File: config.mk
export PLATFORM = sky130hd
export DESIGN_NAME = gbar_arbiter
export DESIGN_NICKNAME = d
export VERILOG_FILES = /design/src/rtl/gbar_pkg.sv /design/src/rtl/gbar_rr_arbiter.sv /design/src/rtl/gbar_arbiter.sv
export SDC_FILE = /design/constraint.sdc
export NUM_CORES = 1
export LEC_CHECK = 0
export CAP_MARGIN = 20
export CORE_MARGIN = 5
export CORE_UTILIZATION = 52
export DETAILED_ROUTE_END_ITERATION = 16
export PLACE_DENSITY = 0.85
export SYNTH_ARGS = -nofsm -noshare
export SYNTH_HDL_FRONTEND = slang
export SYNTH_SLANG_ARGS = --single-unit
File: constraint.sdc
create_clock -name clk -period 7.5 [get_ports clk]
set_input_delay 0.75 -clock clk [delete_from_list [all_inputs] [get_ports clk]]
set_output_delay 0.75 -clock clk [all_outputs]
set_load 0.005 [all_outputs]
File: src/rtl/gbar_pkg.sv
// Shared types and width helpers for the cluster global barrier arbiter.
// Pure declarations: no logic, no latency, no flow control.
package gbar_pkg;

  localparam int GBAR_NUM_REQS     = 4;
  localparam int GBAR_NUM_BARRIERS = 4;

  function automatic int log2up(input int n);
    return (n > 1) ? $clog2(n) : 1;
  endfunction

  function automatic int nb_width(input int num_barriers);
    return log2up(num_barriers);
  endfunction

  function automatic int nc_width(input int num_reqs);
    return log2up(num_reqs);
  endfunction

  localparam int GBAR_NB_WIDTH = nb_width(GBAR_NUM_BARRIERS);
  localparam int GBAR_NC_WIDTH = nc_width(GBAR_NUM_REQS);

  // Default-width request view for neighbouring blocks; the top re-derives it from its parameters.
  typedef struct packed {
    logic [GBAR_NB_WIDTH-1:0] id;
    logic [GBAR_NC_WIDTH-1:0] size_m1;
    logic [GBAR_NC_WIDTH-1:0] core_id;
  } gbar_req_t;

  // RELEASE is transient: it is the clear-on-match path back to IDLE.
  typedef enum logic {
    IDLE    = 1'b0,
    COLLECT = 1'b1
  } gbar_state_e;

endpackage

File: src/rtl/gbar_rr_arbiter.sv
// N-way round-robin arbiter: combinational grant, registered pointer (grant+1 on a grant, else hold).
// Grant is one-hot or zero in the same cycle as valid_in; no internal backpressure.
module gbar_rr_arbiter
  import gbar_pkg::*;
#(
  parameter int N  = 4,
  parameter int IW = log2up(N)
) (
  input  logic          clk,
  input  logic          reset_n,
  input  logic [N-1:0]  valid_in,
  output logic [N-1:0]  grant_onehot,
  output logic [IW-1:0] grant_index,
  output logic          grant_valid
);

  logic [IW-1:0] ptr_q, ptr_d;
  logic [IW-1:0] idx;

  always_comb begin
    grant_valid  = 1'b0;
    grant_index  = '0;
    grant_onehot = '0;
    idx          = '0;
    // Scan from the farthest offset down so the one closest to the pointer wins.
    for (int i = N - 1; i >= 0; i--) begin
      idx = IW'((int'(ptr_q) + i) % N);
      if (valid_in[idx]) begin
        grant_valid = 1'b1;
        grant_index = idx;
      end
    end
    for (int j = 0; j < N; j++) begin
      grant_onehot[j] = grant_valid && (int'(grant_index) == j);
    end
    ptr_d = grant_valid ? IW'((int'(grant_index) + 1) % N) : ptr_q;
  end

  always_ff @(posedge clk or negedge reset_n) begin
    if (!reset_n) begin
      ptr_q <= '0;
    end else begin
      ptr_q <= ptr_d;
    end
  end

endmodule

File: src/rtl/gbar_arbiter.sv
// Global barrier unit: one accept per cycle, release pulse registered one cycle after the completing accept,
// no response backpressure. GBAR_ARB_PERF_EN adds release and stall counters.
module gbar_arbiter
  import gbar_pkg::*;
#(
  parameter int NUM_REQS     = GBAR_NUM_REQS,
  parameter int NUM_BARRIERS = GBAR_NUM_BARRIERS,
  parameter int NB_WIDTH     = nb_width(NUM_BARRIERS),
  parameter int NC_WIDTH     = nc_width(NUM_REQS)
`ifdef GBAR_ARB_PERF_EN
  , parameter int PERF_CTR_BITS = 32
`endif
) (
  input  logic                         clk,
  input  logic                         reset_n,
  input  logic [NUM_REQS-1:0]          req_valid,
  input  logic [NUM_REQS*NB_WIDTH-1:0] req_id,
  input  logic [NUM_REQS*NC_WIDTH-1:0] req_size_m1,
  input  logic [NUM_REQS*NC_WIDTH-1:0] req_core_id,
  output logic [NUM_REQS-1:0]          req_ready,
  output logic                         rsp_valid,
  output logic [NB_WIDTH-1:0]          rsp_id
`ifdef GBAR_ARB_PERF_EN
  , output logic [PERF_CTR_BITS-1:0]   perf_releases,
  output logic [PERF_CTR_BITS-1:0]     perf_stalls
`endif
);

  localparam int CW = NC_WIDTH + 1;

  typedef struct packed {
    logic [NB_WIDTH-1:0] id;
    logic [NC_WIDTH-1:0] size_m1;
    logic [NC_WIDTH-1:0] core_id;
  } req_t;

  logic [NUM_REQS-1:0] arb_vld;
  logic [NUM_REQS-1:0] grant_onehot;
  logic [NC_WIDTH-1:0] grant_index;
  logic                grant_valid;
  req_t                acc;

  gbar_state_e         state_q [NUM_BARRIERS];
  gbar_state_e         state_d [NUM_BARRIERS];
  logic [NUM_REQS-1:0] mask_q  [NUM_BARRIERS];
  logic [NUM_REQS-1:0] mask_d  [NUM_BARRIERS];
  logic [NUM_REQS-1:0] mask_n;
  logic [CW-1:0]       arrived;
  logic                id_ok, new_arrival, complete;
  logic                rsp_valid_q, rsp_valid_d;
  logic [NB_WIDTH-1:0] rsp_id_q, rsp_id_d;

  // No grants while reset is held, even though requesters may keep valid up.
  assign arb_vld = req_valid & {NUM_REQS{reset_n}};

  gbar_rr_arbiter #(
    .N  (NUM_REQS),
    .IW (NC_WIDTH)
  ) u_rr (
    .clk          (clk),
    .reset_n      (reset_n),
    .valid_in     (arb_vld),
    .grant_onehot (grant_onehot),
    .grant_index  (grant_index),
    .grant_valid  (grant_valid)
  );

  assign req_ready = grant_onehot;

  always_comb begin
    acc = '0;
    for (int g = 0; g < NUM_REQS; g++) begin
      if (grant_valid && int'(grant_index) == g) begin
        acc.id      = req_id[g*NB_WIDTH +: NB_WIDTH];
        acc.size_m1 = req_size_m1[g*NC_WIDTH +: NC_WIDTH];
        acc.core_id = req_core_id[g*NC_WIDTH +: NC_WIDTH];
      end
    end
  end

  always_comb begin
    id_ok  = 1'b0;
    mask_n = '0;
    for (int b = 0; b < NUM_BARRIERS; b++) begin
      if (int'(acc.id) == b) begin
        id_ok  = 1'b1;
        mask_n = mask_q[b];
      end
    end
    new_arrival = 1'b0;
    for (int c = 0; c < NUM_REQS; c++) begin
      if (int'(acc.core_id) == c) begin
        new_arrival = !mask_n[c];
        mask_n[c]   = 1'b1;
      end
    end
    arrived = '0;
    for (int c = 0; c < NUM_REQS; c++) begin
      arrived = arrived + CW'(mask_n[c]);
    end
    // A duplicate arrival never completes a barrier, even if sizes disagree.
    complete = grant_valid && id_ok && new_arrival &&
               (arrived == CW'(acc.size_m1) + CW'(1));

    for (int b = 0; b < NUM_BARRIERS; b++) begin
      state_d[b] = state_q[b];
      mask_d[b]  = mask_q[b];
      if (grant_valid && int'(acc.id) == b) begin
        if (complete) begin
          state_d[b] = IDLE;
          mask_d[b]  = '0;
        end else begin
          state_d[b] = COLLECT;
          mask_d[b]  = mask_n;
        end
      end
    end
    rsp_valid_d = complete;
    rsp_id_d    = complete ? acc.id : rsp_id_q;
  end

  always_ff @(posedge clk or negedge reset_n) begin
    if (!reset_n) begin
      for (int b = 0; b < NUM_BARRIERS; b++) begin
        state_q[b] <= IDLE;
        mask_q[b]  <= '0;
      end
      rsp_valid_q <= 1'b0;
      rsp_id_q    <= '0;
    end else begin
      for (int b = 0; b < NUM_BARRIERS; b++) begin
        state_q[b] <= state_d[b];
        mask_q[b]  <= mask_d[b];
      end
      rsp_valid_q <= rsp_valid_d;
      rsp_id_q    <= rsp_id_d;
    end
  end

  assign rsp_valid = rsp_valid_q;
  assign rsp_id    = rsp_id_q;

  // A barrier wider than the core count can never fill.
  size_in_range: assert property (@(posedge clk) disable iff (!reset_n)
    grant_valid |-> (int'(acc.size_m1) < NUM_REQS));

`ifdef GBAR_ARB_PERF_EN
  logic [PERF_CTR_BITS-1:0] perf_releases_q, perf_releases_d;
  logic [PERF_CTR_BITS-1:0] perf_stalls_q, perf_stalls_d;

  always_comb begin
    perf_releases_d = perf_releases_q + PERF_CTR_BITS'(rsp_valid_q);
    perf_stalls_d   = perf_stalls_q + PERF_CTR_BITS'(|(req_valid & ~grant_onehot));
  end

  always_ff @(posedge clk or negedge reset_n) begin
    if (!reset_n) begin
      perf_releases_q <= '0;
      perf_stalls_q   <= '0;
    end else begin
      perf_releases_q <= perf_releases_d;
      perf_stalls_q   <= perf_stalls_d;
    end
  end

  assign perf_releases = perf_releases_q;
  assign perf_stalls   = perf_stalls_q;
`endif

endmodule

==> results of run 1 <==
metrics by stage:
step / cells / utilization (%) / hold slack [ns] / area (µm²)
floorplan: 203 / - / 0.441 / 1810
global placement: 276 / 64.2 / 0.467 / 2160
detailed placement: 276 / 64.2 / 0.474 / 2160
CTS: 280 / 65.0 / 0.499 / 2190
global route: 281 / 65.3 / 0.513 / 2200
finish: 281 / 65.3 / 0.496 / 2200
state kept, by name, indices dropped and copies added (netlist names):
signal,flops
mask_q,16
rsp_id,2
rsp_valid,1
u_rr.ptr_q,2
worst register-to-register path: stages, from the launching register on:
cell,delay [ns]
dfrtp_1,0.49
and2_0,0.17
o21ai_0,0.33
nand2_1,0.13
a311o_1,0.36
nand2_1,0.13
ha_1,0.55
a211oi_1,0.12
a211o_1,0.42
a211oi_1,0.30
a32oi_2,0.10
nor2_1,0.36
inv_1,0.14
fa_1,0.50
ha_1,0.21
ha_1,0.29
xnor2_1,0.16
nand3_1,0.11
a211oi_2,0.23
o211a_1,0.46
buf_4,0.27
o31ai_1,0.09
worst paths after layout:
kind / startpoint / end / slack [ns] / cells past startpoint
worst max-delay path: req_valid[1] / mask_q[3] / 0.96 / 22
worst min-delay path: mask_q[5] / mask_q[5] / 0.50 / 2
worst max register to register: u_rr.ptr_q[0] / mask_q[3] / 1.47 / 21
worst min register to register: mask_q[5] / mask_q[5] / 0.50 / 2
max in group asynchronous: reset_n / mask_q[6] / 6.19 / 2
min in group asynchronous: reset_n / mask_q[11] / 1.09 / 2
final cells by class:
cell class	count	share of cell area, %
Multi-Input combinational cell	164	53.4
Sequential cell	21	23.9
Timing Repair Buffer	39	17.6
Tap cell	46	2.62
Inverter	7	1.20
Clock buffer	3	1.03
Clock inverter	1	0.228
where the power goes:
group	total (mW)	switching, mW	internal, mW	leakage, nW
clock network	0.0545	0.0346	0.0199	0.0177
logic	0.447	0.251	0.196	0.604
registers	0.194	0.0340	0.160	0.267
routing by layer:
| metal | part of all wire [%] | GRT usage, % | wire, µm |
|---|---|---|---|
| met5 | 0 | 0 | 0 |
| met4 | 0.96 | 3.69 | 41 |
| met3 | 3.2 | 3.34 | 134 |
| met2 | 51 | 29.8 | 2170 |
| met1 | 45 | 25.1 | 1900 |
Yosys cell counts, drive strengths merged (2+ instances only):
cell type / n / area [µm²]
a21oi: 6 / 30.0
nor2b: 7 / 43.8
a32oi: 2 / 25.0
nor3b: 2 / 15.0
o2111ai: 2 / 17.5
a31oi: 3 / 18.8
nand2: 35 / 131
nand2b: 3 / 18.8
o211ai: 2 / 28.8
a211o: 2 / 26.3
o31ai: 12 / 105
inv: 7 / 26.3
buf: 8 / 73.8
dfrtp: 21 / 526
nand3: 8 / 40.0
nand3b: 6 / 45.0
mux2: 4 / 52.6
o21ai: 14 / 85.1
a22oi: 2 / 15.0
clkbuf: 3 / 11.3
nor2: 12 / 55.1
mux2i: 2 / 20.0
and2: 5 / 31.3
xnor2: 2 / 17.5
ha: 7 / 87.6
o211a: 2 / 20.0
a211oi: 5 / 42.5
or3b: 2 / 20.0
cells by family after synthesis:
family	count (synthesis)	share of synthesized area, %
muxes	6	4.01
DFF	21	29.0
AOI/OAI and AO/OA	62	29.0
and+or+nand+nor	85	24.5
adders and majority gates	8	5.94
xor gates and xnor gates	3	1.45
buffers and inverters	18	6.15
==> results.cfg, run 1 <==
[timing]
drv_slew = 0
finalCritPeriodShare_pct = 87.2
rsz0062_at_grt = no
fin_tns_setup_ns = 0
finalClockSkew_ns = 0.00169
setup_ws_ns = 0.963
worst_pin_slew_ns = 0.585
setup_viol = 0
hold_violations = 0
max_freq_ghz = 0.153
min_period_ns = 6.54
slew_headroom_pct = 61.0

[final_layout]
final_common_cell = clkdlybuf4s50_1
finalNetCount = 274
multi_input_area_um2 = 1170
area_growth_pct = 21.4
n_antenna_cell = 0
seqCellArea_um2 = 526
drive_gt1_share_pct = 11.5
layout_common_cells = 36 x clkdlybuf4s50_1, 35 x nand2_1, 21 x dfrtp_1
fillers = 304

[route]
wl_per_cell_um = 15.1
route.detailed.drc = 0
ant_nets = 0
first_iter_violations = 85
firstDrtPassIters = 4
finalWirelength_um = 4250
via_count = 1607
vias_per_cell = 5.72

[power]
p_per_area_nw_per_um2 = 316
p_total_uw = 695
total_leakage_power_nw = 0.888
max-vdd-ir-drop_mv = 0.202

[placement]
hpwl_um = 3290
port_buffers = 36
post-place-ws_ns = 0.687
place.gp.congestion = 0.907

[worst_setup_path]
crit_path_start_kind = input port
crit_path_max_incr_delay_ns = 0.55
crit_slowest_cell = ha_1
path_cells = clkdlybuf4s50_1 > and2_0 > o21ai_0 > nand2_1 > a311o_1 > nand2_1 > ha_1 > a211oi_1 > a211o_1 > a211oi_1 > a32oi_2 > nor2_1 > inv_1 > fa_1 > ha_1 > ha_1 > xnor2_1 > nand3_1 > a211oi_2 > o211a_1 > buf_4 > o31ai_1
cp.required_ns = 7.69
critPathTopFamily = compound AO/OA/AOI/OAI gates
cp_common_cell = ha_1
cp_max_fo = 19
crit_arrival_ns = 6.72
setup.worst_path.end_class = register
critPathKind = in -> reg
critPathBufInv = 3

[floorplanning]
die_h_um = 69.0
ios = 37
die_w_um = 69.0
core_um2 = 3360
rows = 21
start_util_pct = 53.8
fp.dieArea_um2 = 4760

[synthesis]
syn_inst = 203
yosys_warnings = 0
avgSynthCellArea_um2 = 8.92
netlist_area_um2 = 1810
yosysSeqAreaShare_pct = 29.0
ys.flop_type = dfrtp_1
synth_edf_count = 0
synth-async-reset-ratio_pct = 100
ys_ff_latch = 21
yosysUniqueCellTypes = 59
syn-num-nets = 241

[global_route]
grt_antenna_before_repair = 0
grt-ovfl-total = 0
grt_max_degree = 22
grtUsageTotal_pct = 18.2
grt_pass1_vias = 1519
grt_first_pass_wirelength_um = 7310

[hold_path]
hp-class = reg -> reg

[clock_tree]
clockRootBuffer = clkbuf_4
cts_buffers = 3
cts_tree = built
insertion_delay_ns = 0.31
ctsResizeCount = 0
cts_setup_buffers = 0
postCtsHoldBufs = 0
cts_max_level = 1
clk_path_buf_depth = 2
numClockSinks = 21
clk_pin_slew_ns = 0.11

[run]
max_cap_violations = 0

[outcome]
status = complete, no violations
Power figures use the tool's default switching activity.
==> inputs of run 2 (changes only) <==
--- a/config.mk
+++ b/config.mk
@@ -7,9 +7,12 @@
 export LEC_CHECK = 0
 export CAP_MARGIN = 20
 export CORE_MARGIN = 5
-export CORE_UTILIZATION = 52
+export CORE_UTILIZATION = 50
+export CTS_CLUSTER_SIZE = 25
 export DETAILED_ROUTE_END_ITERATION = 16
-export PLACE_DENSITY = 0.85
+export MAX_ROUTING_LAYER = met4
+export PLACE_DENSITY = 0.84
 export SYNTH_ARGS = -nofsm -noshare
 export SYNTH_HDL_FRONTEND = slang
+export SYNTH_HIERARCHICAL = 1
 export SYNTH_SLANG_ARGS = --single-unit
==> run 2 against run 1 <==
Final cell count is 14% lower. Sequential power is 7% higher. Critical path depth shrank 4. Non-clock buffer count stayed put. Via count decreased by 10%. First-iteration DRC count increased by 7.1%. Worst setup slack better by 0.36 ns. Design area shrank 9.4%. Largest power group unchanged. Routed wire length fell by 0.54%.
==> results.cfg, run 2 <==
[outcome]
status = complete, no violations

[worst_setup_path]
crit_end = rsp_id[0]
setup.worst_path.end_class = register
critPathKind = in -> reg
reg2reg_from = u_rr/ptr_q[1]
rr_endpoint = rsp_id[0]
cp-startpoint = reset_n
crit_arrival_ns = 6.37
r2r_cells = 16
cp_max_fo = 10
cp.required_ns = 7.70
rrSetupSlack_ns = 2.04
crit_path_start_kind = input port

[placement]
dp_cells = 237
post-place-ws_ns = 1.01
place.gp.congestion = 0.966
hpwl_um = 3450
port_buffers = 36
dpl_cell_area_um2 = 1960

[route]
finalWirelength_um = 4230
first_iter_violations = 91
route.detailed.drc = 0
via_count = 1445
vias_per_cell = 6.00
firstDrtPassIters = 4
wl_per_cell_um = 17.5
ant_nets = 0

[power]
max-vdd-ir-drop_mv = 0.219
p_total_uw = 656
total_leakage_power_nw = 0.840
p_per_area_nw_per_um2 = 330

[timing]
fin_tns_setup_ns = 0
drv_slew = 0
slew_headroom_pct = 33.4
holdWs_ns = 0.504
setup_viol = 0
hold_violations = 0
rsz0062_at_grt = no
setup_ws_ns = 1.32
finalClockSkew_ns = 0.00708
max_freq_ghz = 0.162
min_period_ns = 6.18
finalCritPeriodShare_pct = 82.4
worst_pin_slew_ns = 0.991

[global_route]
grt_pass1_vias = 1517
grt-ovfl-total = 0
grtUsageTotal_pct = 21.1
grt_antenna_before_repair = 0
grt_first_pass_wirelength_um = 6910
grt_max_degree = 22

[synthesis]
netlist_area_um2 = 1590
avgSynthCellArea_um2 = 9.79
synth.most_common_cell = nand2_1
yosysUniqueCellTypes = 49
yosys_warnings = 6
yosys.area.top_type_share_pct = 33.1
syn-num-nets = 196
yosys.area.top_type = dfrtp_1
synth_area_leaders = dfrtp_1 33%, o31ai_1 7.6%, mux4_2 5.7%, nand2_1 5.2%, mux4_1 3.3%
syn_inst = 162
ys_ff_latch = 21
synth_edf_count = 0
ys.flop_type = dfrtp_1
synth_commonest_cells = 22 x nand2_1, 21 x dfrtp_1, 16 x o31ai_1
synth-async-reset-ratio_pct = 100
yosysSeqAreaShare_pct = 33.1

[clock_tree]
clk_path_buf_depth = 2
cts_setup_buffers = 0
insertion_delay_ns = 0.31
clockRootBuffer = clkbuf_4
numClockSinks = 21
cts_max_level = 1
cts_tree = built
ctsResizeCount = 0
cts_buffers = 3
postCtsHoldBufs = 0
clk_pin_slew_ns = 0.12

[final_layout]
top_register = mask_q
area_growth_pct = 25.6
n_antenna_cell = 0
layout_common_cells = 36 x clkdlybuf4s50_1, 22 x nand2_1, 21 x dfrtp_1
finalNetCount = 232
drive_gt1_share_pct = 10.7
largest_register_ffs = 16
final_common_cell = clkdlybuf4s50_1
fin_area_um2 = 1990
stdcell_count = 241
utilization_pct = 65.2

[floorplanning]
core_um2 = 3050
die_h_um = 66.3
ios = 37
start_util_pct = 51.9
rows = 20
fp.dieArea_um2 = 4400
die_w_um = 66.3

[hold_path]
hp-class = reg -> reg

[run]
max_cap_violations = 0
-- run 2: worst min-delay path by stage --
stage | depth (start not counted) | slack (ns) | to | startpoint
global route | 2 | 0.54 | mask_q[0] | mask_q[0]
CTS | 2 | 0.51 | mask_q[0] | mask_q[0]
floorplan | 0 | 0.45 | mask_q[0] | reset_n
detailed placement | 2 | 0.48 | mask_q[0] | mask_q[0]
global placement | 2 | 0.46 | mask_q[8] | mask_q[8]
finish | 2 | 0.50 | mask_q[9] | mask_q[9]
-- run 2: routing by layer --
layer  vias to the layer above  wire [µm]  global-route usage (%)
met3                        10        277                    5.78
li1                        671          -                       -
met2                        61       2330                    38.5
met1                       703       1540                    22.0
met5                         -          0                       -
met4                         0         85                    6.35
-- run 2: final cells by class --
| class | instances | area (µm²) |
|---|---|---|
| repair buffers | 39 | 383 |
| inverters | 10 | 37.5 |
| flip-flops and latches | 21 | 526 |
| well taps | 44 | 55.1 |
| fillers | 257 | 1060 |
| multi-input cells | 123 | 962 |
| clock inverters | 1 | 5.00 |
| clock buffers | 3 | 22.5 |
-- run 2: worst max-delay path: stages --
cell and delay (ns):
clkdlybuf4s50_1 0.47, and2_1 0.25, nor2b_4 0.17, o21ai_0 0.14
a21boi_0 0.81, mux4_2 0.49, and2_1 0.25, a211o_1 0.26
a21oi_1 0.36, inv_1 0.13, fa_1 0.51, ha_1 0.21
ha_1 0.29, xnor2_1 0.17, nand4_1 0.11, a31oi_1 0.18
and4bb_1 0.47, mux2_1 0.36
-- run 2: report_power, final --
| part | leakage (nW) | internal (mW) | switching, mW |
|---|---|---|---|
| Sequential | 0.260 | 0.166 | 0.0423 |
| Clock | 0.0177 | 0.0199 | 0.0345 |
| Combinational | 0.562 | 0.184 | 0.210 |
| Total | 0.840 | 0.370 | 0.286 |
-- run 2: cells by family (layout without fill, tap and decap cells) --
group	Yosys count	in the layout	synth area share, %
flip-flops	21	21	33.1
AO/OA/AOI/OAI	49	49	22.9
adder cells (fa/ha/maj)	4	4	3.63
multiplexers	12	12	13.4
AND/OR/NAND/NOR	55	55	19.1
XOR/XNOR	3	3	1.66
buffers and inverters	18	53	6.16
